==> config.mk <==
export PLATFORM = sky130hd
export DESIGN_NAME = axi_wr_slave_ctrl
export DESIGN_NICKNAME = d
export VERILOG_FILES = /design/src/rtl/axi_wr_slave_ctrl_pkg.sv /design/src/rtl/axi_wr_slave_ctrl_addr_gen.sv /design/src/rtl/axi_wr_slave_ctrl.sv
export SDC_FILE = /design/constraint.sdc
export NUM_CORES = 1
export LEC_CHECK = 0
export ABC_AREA = 1
export BUFFER_PORTS_ARGS = -buffer_cell sky130_fd_sc_hd__buf_4
export CAP_MARGIN = 20
export CORE_MARGIN = 4
export CORE_UTILIZATION = 55
export DETAILED_ROUTE_END_ITERATION = 12
export HOLD_SLACK_MARGIN = 0.15
export PLACE_DENSITY = 0.81
export SETUP_SLACK_MARGIN = 0.05
export SYNTH_ARGS = -nofsm -noshare
export SYNTH_HDL_FRONTEND = slang
export SYNTH_HIERARCHICAL = 1
export SYNTH_SLANG_ARGS = --single-unit
==> constraint.sdc <==
create_clock -name clk -period 7.8 [get_ports clk]
set_input_delay 0.78 -clock clk [delete_from_list [all_inputs] [get_ports clk]]
set_output_delay 0.78 -clock clk [all_outputs]
set_load 0.005 [all_outputs]
==> src/rtl/axi_wr_slave_ctrl_pkg.sv <==
// Shared AXI protocol types and default bus geometry for the write/read controllers.
package axiprotocol;

    localparam int unsigned AXI_WIDTH = 32;
    localparam int unsigned AXI_SIZE  = 3;

    typedef enum logic [1:0] {
        FIXED = 2'b00,
        INCR  = 2'b01,
        WRAP  = 2'b10,
        RSVD  = 2'b11
    } burst_t;

    typedef enum logic [1:0] {
        OKAY   = 2'b00,
        EXOKAY = 2'b01,
        SLVERR = 2'b10,
        DECERR = 2'b11
    } resp_t;

    typedef enum logic [1:0] {
        IDLE = 2'b00,
        DATA = 2'b01,
        RESP = 2'b10
    } wr_state_t;

endpackage

==> src/rtl/axi_wr_slave_ctrl_addr_gen.sv <==
// Next-beat byte address for FIXED/INCR/WRAP bursts; purely combinational.
module axi_burst_addr_gen
    import axiprotocol::*;
#(
    parameter int unsigned WIDTH = AXI_WIDTH,
    parameter int unsigned SIZE  = AXI_SIZE
) (
    input  logic [WIDTH-1:0]   addr,
    input  logic [SIZE-1:0]    size,
    input  logic [WIDTH/8-1:0] len,
    input  logic [SIZE-2:0]    burst,
    output logic [WIDTH-1:0]   next_addr
);

    logic [WIDTH-1:0] bytes;
    logic [WIDTH-1:0] beats;
    logic [WIDTH-1:0] container;

    // Wrap container base is derived from the current address, which always
    // lies inside the same container as the start address.
    always_comb begin
        bytes     = WIDTH'(1) << size;
        beats     = WIDTH'(len) + WIDTH'(1);
        container = beats * bytes;
        next_addr = addr;
        if (burst == (SIZE-1)'(INCR)) begin
            next_addr = (addr & ~(bytes - WIDTH'(1))) + bytes;
        end else if (burst == (SIZE-1)'(WRAP)) begin
            next_addr = (addr & ~(container - WIDTH'(1)))
                      | ((addr + bytes) & (container - WIDTH'(1)));
        end
    end

endmodule

==> src/rtl/axi_wr_slave_ctrl.sv <==
// AXI write-channel slave: one outstanding burst, AW -> W beats -> B response.
module axi_wr_slave_ctrl
    import axiprotocol::*;
#(
    parameter int unsigned WIDTH = AXI_WIDTH,
    parameter int unsigned SIZE  = AXI_SIZE
) (
    input  logic               clk,
    input  logic               reset,
    input  logic               AWVALID,
    output logic               AWREADY,
    input  logic [WIDTH/8-1:0] AWID,
    input  logic [WIDTH-1:0]   AWADDR,
    input  logic [WIDTH/8-1:0] AWLEN,
    input  logic [SIZE-1:0]    AWSIZE,
    input  logic [SIZE-2:0]    AWBURST,
    input  logic               WVALID,
    output logic               WREADY,
    input  logic [WIDTH/8-1:0] WID,
    input  logic [WIDTH-1:0]   WDATA,
    input  logic [WIDTH/8-1:0] WSTRB,
    input  logic               WLAST,
    output logic               BVALID,
    input  logic               BREADY,
    output logic [WIDTH/8-1:0] BID,
    output logic [SIZE-2:0]    BRESP,
    output logic               mem_we,
    output logic [WIDTH-1:0]   mem_addr,
    output logic [WIDTH-1:0]   mem_wdata,
    output logic [WIDTH/8-1:0] mem_wstrb
);

    localparam int unsigned LW = WIDTH / 8;
    localparam int unsigned BW = SIZE - 1;

    wr_state_t        state_q;
    logic [LW-1:0]    id_q;
    logic [WIDTH-1:0] addr_q;
    logic [LW-1:0]    len_q;
    logic [SIZE-1:0]  size_q;
    logic [BW-1:0]    burst_q;
    logic [LW-1:0]    cnt_q;
    logic             err_q;

    logic             aw_hs;
    logic             w_hs;
    logic             aw_err;
    logic [WIDTH-1:0] aw_bytes;
    logic [WIDTH-1:0] next_addr;
    logic             at_len;

    axi_burst_addr_gen #(
        .WIDTH (WIDTH),
        .SIZE  (SIZE)
    ) u_addr_gen (
        .addr      (addr_q),
        .size      (size_q),
        .len       (len_q),
        .burst     (burst_q),
        .next_addr (next_addr)
    );

    // Handshakes, accept-time error screening and channel outputs.
    always_comb begin
        AWREADY   = (state_q == IDLE);
        WREADY    = (state_q == DATA);
        BVALID    = (state_q == RESP);
        aw_hs     = AWVALID && AWREADY;
        w_hs      = WVALID && WREADY;
        at_len    = (cnt_q == len_q);
        aw_bytes  = WIDTH'(1) << AWSIZE;
        aw_err    = (AWBURST == BW'(RSVD))
                 || (aw_bytes > WIDTH'(LW))
                 || ((AWBURST == BW'(WRAP))
                     && !(AWLEN inside {LW'(1), LW'(3), LW'(7), LW'(15)}));
        BID       = id_q;
        BRESP     = (BVALID && err_q) ? BW'(SLVERR) : BW'(OKAY);
        mem_we    = w_hs && !err_q && (WID == id_q);
        mem_addr  = addr_q;
        mem_wdata = WDATA;
        mem_wstrb = WSTRB;
    end

    // Transaction sequencing; reset abandons any burst in flight without a response.
    always_ff @(posedge clk or negedge reset) begin
        if (!reset) begin
            state_q <= IDLE;
            id_q    <= '0;
            addr_q  <= '0;
            len_q   <= '0;
            size_q  <= '0;
            burst_q <= '0;
            cnt_q   <= '0;
            err_q   <= 1'b0;
        end else begin
            case (state_q)
                IDLE: begin
                    if (aw_hs) begin
                        id_q    <= AWID;
                        addr_q  <= AWADDR;
                        len_q   <= AWLEN;
                        size_q  <= AWSIZE;
                        burst_q <= AWBURST;
                        cnt_q   <= '0;
                        err_q   <= aw_err;
                        state_q <= DATA;
                    end
                end
                DATA: begin
                    if (w_hs) begin
                        cnt_q  <= cnt_q + LW'(1);
                        addr_q <= next_addr;
                        if (WID != id_q) begin
                            err_q <= 1'b1;
                        end
                        if (at_len || WLAST) begin
                            state_q <= RESP;
                            if (!(at_len && WLAST)) begin
                                err_q <= 1'b1;
                            end
                        end
                    end
                end
                RESP: begin
                    if (BREADY) begin
                        state_q <= IDLE;
                    end
                end
                default: state_q <= IDLE;
            endcase
        end
    end

endmodule

### Yosys cells after proc, flatten, opt, wreduce, memory -nomap -nowiden

Cells that the tools add are included.

* register bits after elaboration: 52
* latch bits: 0
* memory bits (writable): 0
* memory bits (read-only): 0
* input port bits: 91
* output and inout port bits: 78
* logic and storage cells: 81
* memories: 0

* add/sub/neg operators: 6
* $mul: 1
* divide/modulo/power cells: 0
* $lt $le $gt $ge: 1
* eq/ne operators: 18
* shift-type cells: 2
* muxes and demuxes: 20
* bitwise operators: 6
* reduce and logical (&&, ||, !) cells: 19

Operator list (count)
* $mux W32: 4
* $and A32 B32 Y32: 3
* $add A32 B32 Y32: 2
* $not A32 Y32: 2
* $pmux W32 S2: 1
* $shl A1 B3 Y32 const A: 2
* $sub A32 B1 Y32 const B: 2
* $gt A32 B3 Y1 const B: 1
* $mul A32 B32 Y32: 1
* $or A32 B32 Y32: 1
* $mux W2: 5
* $eq A2 B2 Y1 const B: 4
* $eq A4 B4 Y1: 2
* $mux W4: 2
* $ne A2 B1 Y1 const B: 4
* $pmux W4 S2: 1
* $reduce_and A4 Y1: 2
* $logic_and A1 B1 Y1: 7
* $pmux W2 S3: 1
* $add A4 B1 Y5 const B: 1
* $mux W1: 5
* $add A4 B1 Y4 const B: 1
* $eq A2 B1 Y1 const B: 2
* $eq A4 B1 Y1 const B: 1
* 13 further kinds: 16

### Longest topological paths before layout

* depth in word-level cells: 10
* gate-level depth with buffers: 28
* mapped depth without buffers: 27

### Modules after synthesis

The synthesis kept the hierarchy.

By module, submodules not included
* axi_burst_addr_gen: times used 1, cells each 882, area each 4608.2 µm², seq. area each 0.0 µm²
* axi_wr_slave_ctrl: times used 1, cells each 356, area each 2763.9 µm², seq. area each 1301.2 µm²

### Least setup slack after synthesis

No wires, ideal clock.

* path kind: flip-flop to flip-flop
* start point: reg len_q[0]
* end point: reg addr_q[14] (netlist: mem_addr[14])
* data arrival time: 4.460 ns
* required time: 7.718 ns
* path slack: 3.258 ns
* stages on the path, launching flop included: 23
* path through: dfrtp_1 clkbuf_1 nand3_1 xnor2_1 nand2_1 ha_1 inv_1 fa_1 inv_1 fa_1 inv_1 ha_1 inv_1 o21ai_0 nand2_1 nand2_1 a31oi_1 ha_1 o31ai_1 nand3_1 nand2_1 nand2_1 a31oi_1

* cells in the longest elaborated chain, start to end: 10

RTL lines
* start, declared: line axi_wr_slave_ctrl.sv:39 `logic [LW-1:0] len_q;`
* start signal, assigned: line axi_wr_slave_ctrl.sv:90 `len_q <= '0;`
* start signal, assigned: line axi_wr_slave_ctrl.sv:101 `len_q <= AWLEN;`
* $add A4 B1 Y5 *: line axi_wr_slave_ctrl_addr_gen.sv:23 `beats = WIDTH'(len) + WIDTH'(1);`
* $mul A32 B32 Y32 *: line axi_wr_slave_ctrl_addr_gen.sv:24 `container = beats * bytes;`
* $sub A32 B1 Y32 *: line axi_wr_slave_ctrl_addr_gen.sv:29, axi_wr_slave_ctrl_addr_gen.sv:30
* $not A32 Y32: line axi_wr_slave_ctrl_addr_gen.sv:29 `next_addr = (addr & ~(container - WIDTH'(1)))`
* $and A32 B32 Y32: line axi_wr_slave_ctrl_addr_gen.sv:29
* $or A32 B32 Y32 *: line axi_wr_slave_ctrl_addr_gen.sv:30 `| ((addr + bytes) & (container - WIDTH'(1)));`
* $mux W32 *: line axi_wr_slave_ctrl_addr_gen.sv:28 `end else if (burst == (SIZE-1)'(WRAP)) begin`
* $mux W32 *: line axi_wr_slave_ctrl_addr_gen.sv:26 `if (burst == (SIZE-1)'(INCR)) begin`
* net next_addr[14]: line axi_wr_slave_ctrl.sv:49 `logic [WIDTH-1:0] next_addr;`
* $mux W32 *: line axi_wr_slave_ctrl.sv:110 `if (w_hs) begin`
* $pmux W32 S2 *: line axi_wr_slave_ctrl.sv:96 `case (state_q)`
* end signal, assigned: line axi_wr_slave_ctrl.sv:112 `addr_q <= next_addr;`
* end, declared: line axi_wr_slave_ctrl.sv:38 `logic [WIDTH-1:0] addr_q;`

Mark *: on every way through the listed nets, which the timed path passes. The rest lies on a longest branch. The select of a mux whose other input is x is not followed.
A chain may end at the register's enable or synchronous reset.

### Worst setup path in the final report

* start point: reg len_q[0]
* end point: reg addr_q[31] (netlist: mem_addr[31])

The elaborated chain is that of the path after synthesis.

==> results.yml <==
outcome:
  status: "finished, final reports clean"
sta:
  post-route-period-util_pct: 67.84
  fin_crit_ns: 5.292
  maxSlewHeadroom_pct: 43.74
  slew_viol_final: 0
  max_freq_ghz: 0.1890
  whs_ns: 0.4867
  worstMarginPinSlew_ns: 0.8374
  setup_viol: 0
  fin_setup_tns_ns: 0
  rsz0062_at_grt: "false"
  hold_violations: 0
  finClkSkew_ns: 0.01266
global_route:
  antenna_found_initial: 0
  grt_pass1_vias: 7348
  track_usage_pct: 29.23
  grt_max_degree: 67
  grt_overflow: 0
  grt_pass1_wl_mm: 35.40
finish:
  instances_no_fill: 1459
  area_growth_syn_to_layout_pct: 10.13
  num_antenna_cells: 0
  drive_above_1_share_pct: 11.85
  fillerInstances: 1264
  nets: 1441
  final-seq-area_mm2: 0.001301
  multiInputGateArea_mm2: 0.004916
  fin_area_mm2: 0.008119
detailed_routing:
  vias: 7980
  drc: 0
  wirelength_mm: 21.94
  postRouteAntennaNets: 0
  drt-wirelength-per-cell_um: 15.03
  first_iter_violations: 925
  firstDrtPassIters: 7
  viasPerCell: 5.469
clocking:
  cts_buffers: 5
  cts_resized: 0
  cts_tree: "yes"
  postCtsSetupBuffers: 0
  htree_num_levels: 2
  clk_latency_ns: 0.31
  cts.sinks: 52
  clk_pin_slew_ns: 0.08
  ctsHoldBuffers: 0
  root_buffer: "clkbuf_16"
  cts_buffer_depth: 2
worst_setup_path:
  r2r_start: "len_q[0]$_DFFE_PN0P_"
  crit_path_start_kind: "flop"
  crit_arrival_ns: 5.53
  reg2reg_slack_ns: 2.51
  required_ns: 8.04
  r2r_end: "mem_addr[31]$_DFFE_PN0P_"
  end_kind: "flop"
  ff2ff_path_depth: 21
  critical_path_class: "reg -> reg"
  critical_path_peak_fanout: 13
floorplan:
  io_pins: 169
  initial_core_util_pct: 55.89
  core_mm2: 0.01319
  die_w_um: 123.8
  die-height_um: 123.8
  die_area_mm2: 0.01532
  rows: 42
synth:
  synth_top_cell_area_share_pct: 19.81
  async_flop_share_pct: 100.0
  ys_types: 43
  synth_warnings: 6
  synth_top_area_cell: "nand2_1"
  syn_nets: 1397
  ys.flop_type: "dfrtp_1"
  synth-edff-count: 0
  avgSynthCellArea_um2: 5.955
  synth.area.top_cells: "nand2_1 (20%), dfrtp_1 (18%), inv_1 (9.5%)"
  yosysSeqAreaShare_pct: 17.65
  synth.cell_area_mm2: 0.007372
  ys_ff_latch: 52
  syn-instance-count: 1238
placed_design:
  dp.cells: 1449
  place_congestion: 0.9634
  dpl.hpwl_mm: 17.00
  placed_area_mm2: 0.007918
  port_buffers: 95
hold_path:
  min_path_type: "in -> async"
flow_run:
  cap_violations: 0
## cell usage after synthesis (2+ instances only)
cell,count
nor3_1,16
inv_2,8
nand2_2,14
o21ai_0,40
buf_6,3
inv_1,186
ha_1,46
buf_2,13
dfrtp_1,52
o21ai_1,6
nor3b_1,2
fa_1,22
nand3_1,105
buf_4,37
xnor2_1,3
nand4_1,24
nor2_2,4
nor4_1,2
or2_2,4
clkbuf_1,10
nand2_1,389
o31ai_1,2
nand2_4,2
nand3_2,3
o21ai_2,3
a31oi_1,34
a21oi_1,33
xor2_1,13
nor2_1,140
and2_1,2
nor2_4,3
nand3b_1,5
o21bai_1,2
## cell usage in the layout, fill, tap and decap left out, drive strengths merged, types with 2 or more instances in the layout
master / count
fa: 22
nand2: 405
a31oi: 34
o21ai: 49
a21oi: 34
o31ai: 2
clkbuf: 5
inv: 197
nand4: 24
o21bai: 2
nor3b: 2
nor4: 2
and2: 2
clkinv: 2
dfrtp: 52
nor2: 147
nor3: 16
xnor2: 3
nand3: 108
buf: 101
nand3b: 5
ha: 46
or2: 4
xor2: 13
## worst max-delay path: stages (launching register included)
cell,delay (ns)
dfrtp_1,0.54
ha_1,0.30
xor2_1,0.16
inv_1,0.19
nor2_1,0.09
fa_1,0.53
inv_1,0.05
fa_1,0.47
fa_1,0.54
inv_1,0.04
ha_1,0.36
a21oi_1,0.26
o21ai_0,0.16
nor2_1,0.15
o21ai_0,0.21
nor3_1,0.58
nand2_1,0.10
nand2_1,0.09
nand3_1,0.07
nand2_1,0.08
nand2_1,0.06
a31oi_1,0.17
## area by class of cell
cell class | instances | share of cell area [%]
well taps | 176 | 2.712
clock inverters | 3 | 0.3544
multi-input cells | 926 | 60.55
inverters | 196 | 9.077
repair buffers | 101 | 9.740
clock buffers | 5 | 1.541
flip-flops and latches | 52 | 16.03
## registers in the layout (all words and copies together), names as in the netlist
name / count
burst_q: 2
size_q: 3
cnt_q: 4
BID: 4
len_q: 4
err_q: 1
mem_addr: 32
state_q: 2
## worst max path at each step
stage,to,start
after global routing,mem_addr[25]$_DFFE_PN0P_,len_q[0]$_DFFE_PN0P_
after CTS,mem_addr[31]$_DFFE_PN0P_,len_q[0]$_DFFE_PN0P_
after floorplan,mem_addr[14]$_DFFE_PN0P_,len_q[0]$_DFFE_PN0P_
after global placement,mem_addr[25]$_DFFE_PN0P_,len_q[0]$_DFFE_PN0P_
after detailed placement,mem_addr[14]$_DFFE_PN0P_,len_q[0]$_DFFE_PN0P_
final,mem_addr[31]$_DFFE_PN0P_,len_q[0]$_DFFE_PN0P_
## per-layer routing
layer  routed length, um  vias to the layer above  share of wire (%)  global-route usage (%)
li1                    -                     3963                  -                       -
met1                9603                     3597                 44                   42.51
met2                9571                      387                 44                   44.47
met3                2428                       33                 11                   5.722
met4                 332                        0                1.5                   7.543
met5                   0                        -                  0                       0
## through the flow
stage               utilization (%)  setup WS [ns]
global placement              60.03          2.622
CTS                           61.19          2.560
floorplan                         -          3.258
detailed placement            60.03          2.556
global route                  61.55          2.014
finish                        61.55          2.508
## cell families (layout without fill, tap and decap cells)
kind of cell	Yosys count	after routing	synth area share, %
other cells	1	1	0.05087
simple gates	715	715	41.28
buf+inv	260	305	15.67
flops	52	52	17.65
compound gates	126	126	9.674
xor+xnor	16	16	1.901
fa+ha+maj	68	68	13.78
Power is not shown: default switching activity piles up to over one toggle a cycle in this logic, so the estimate is an artifact.
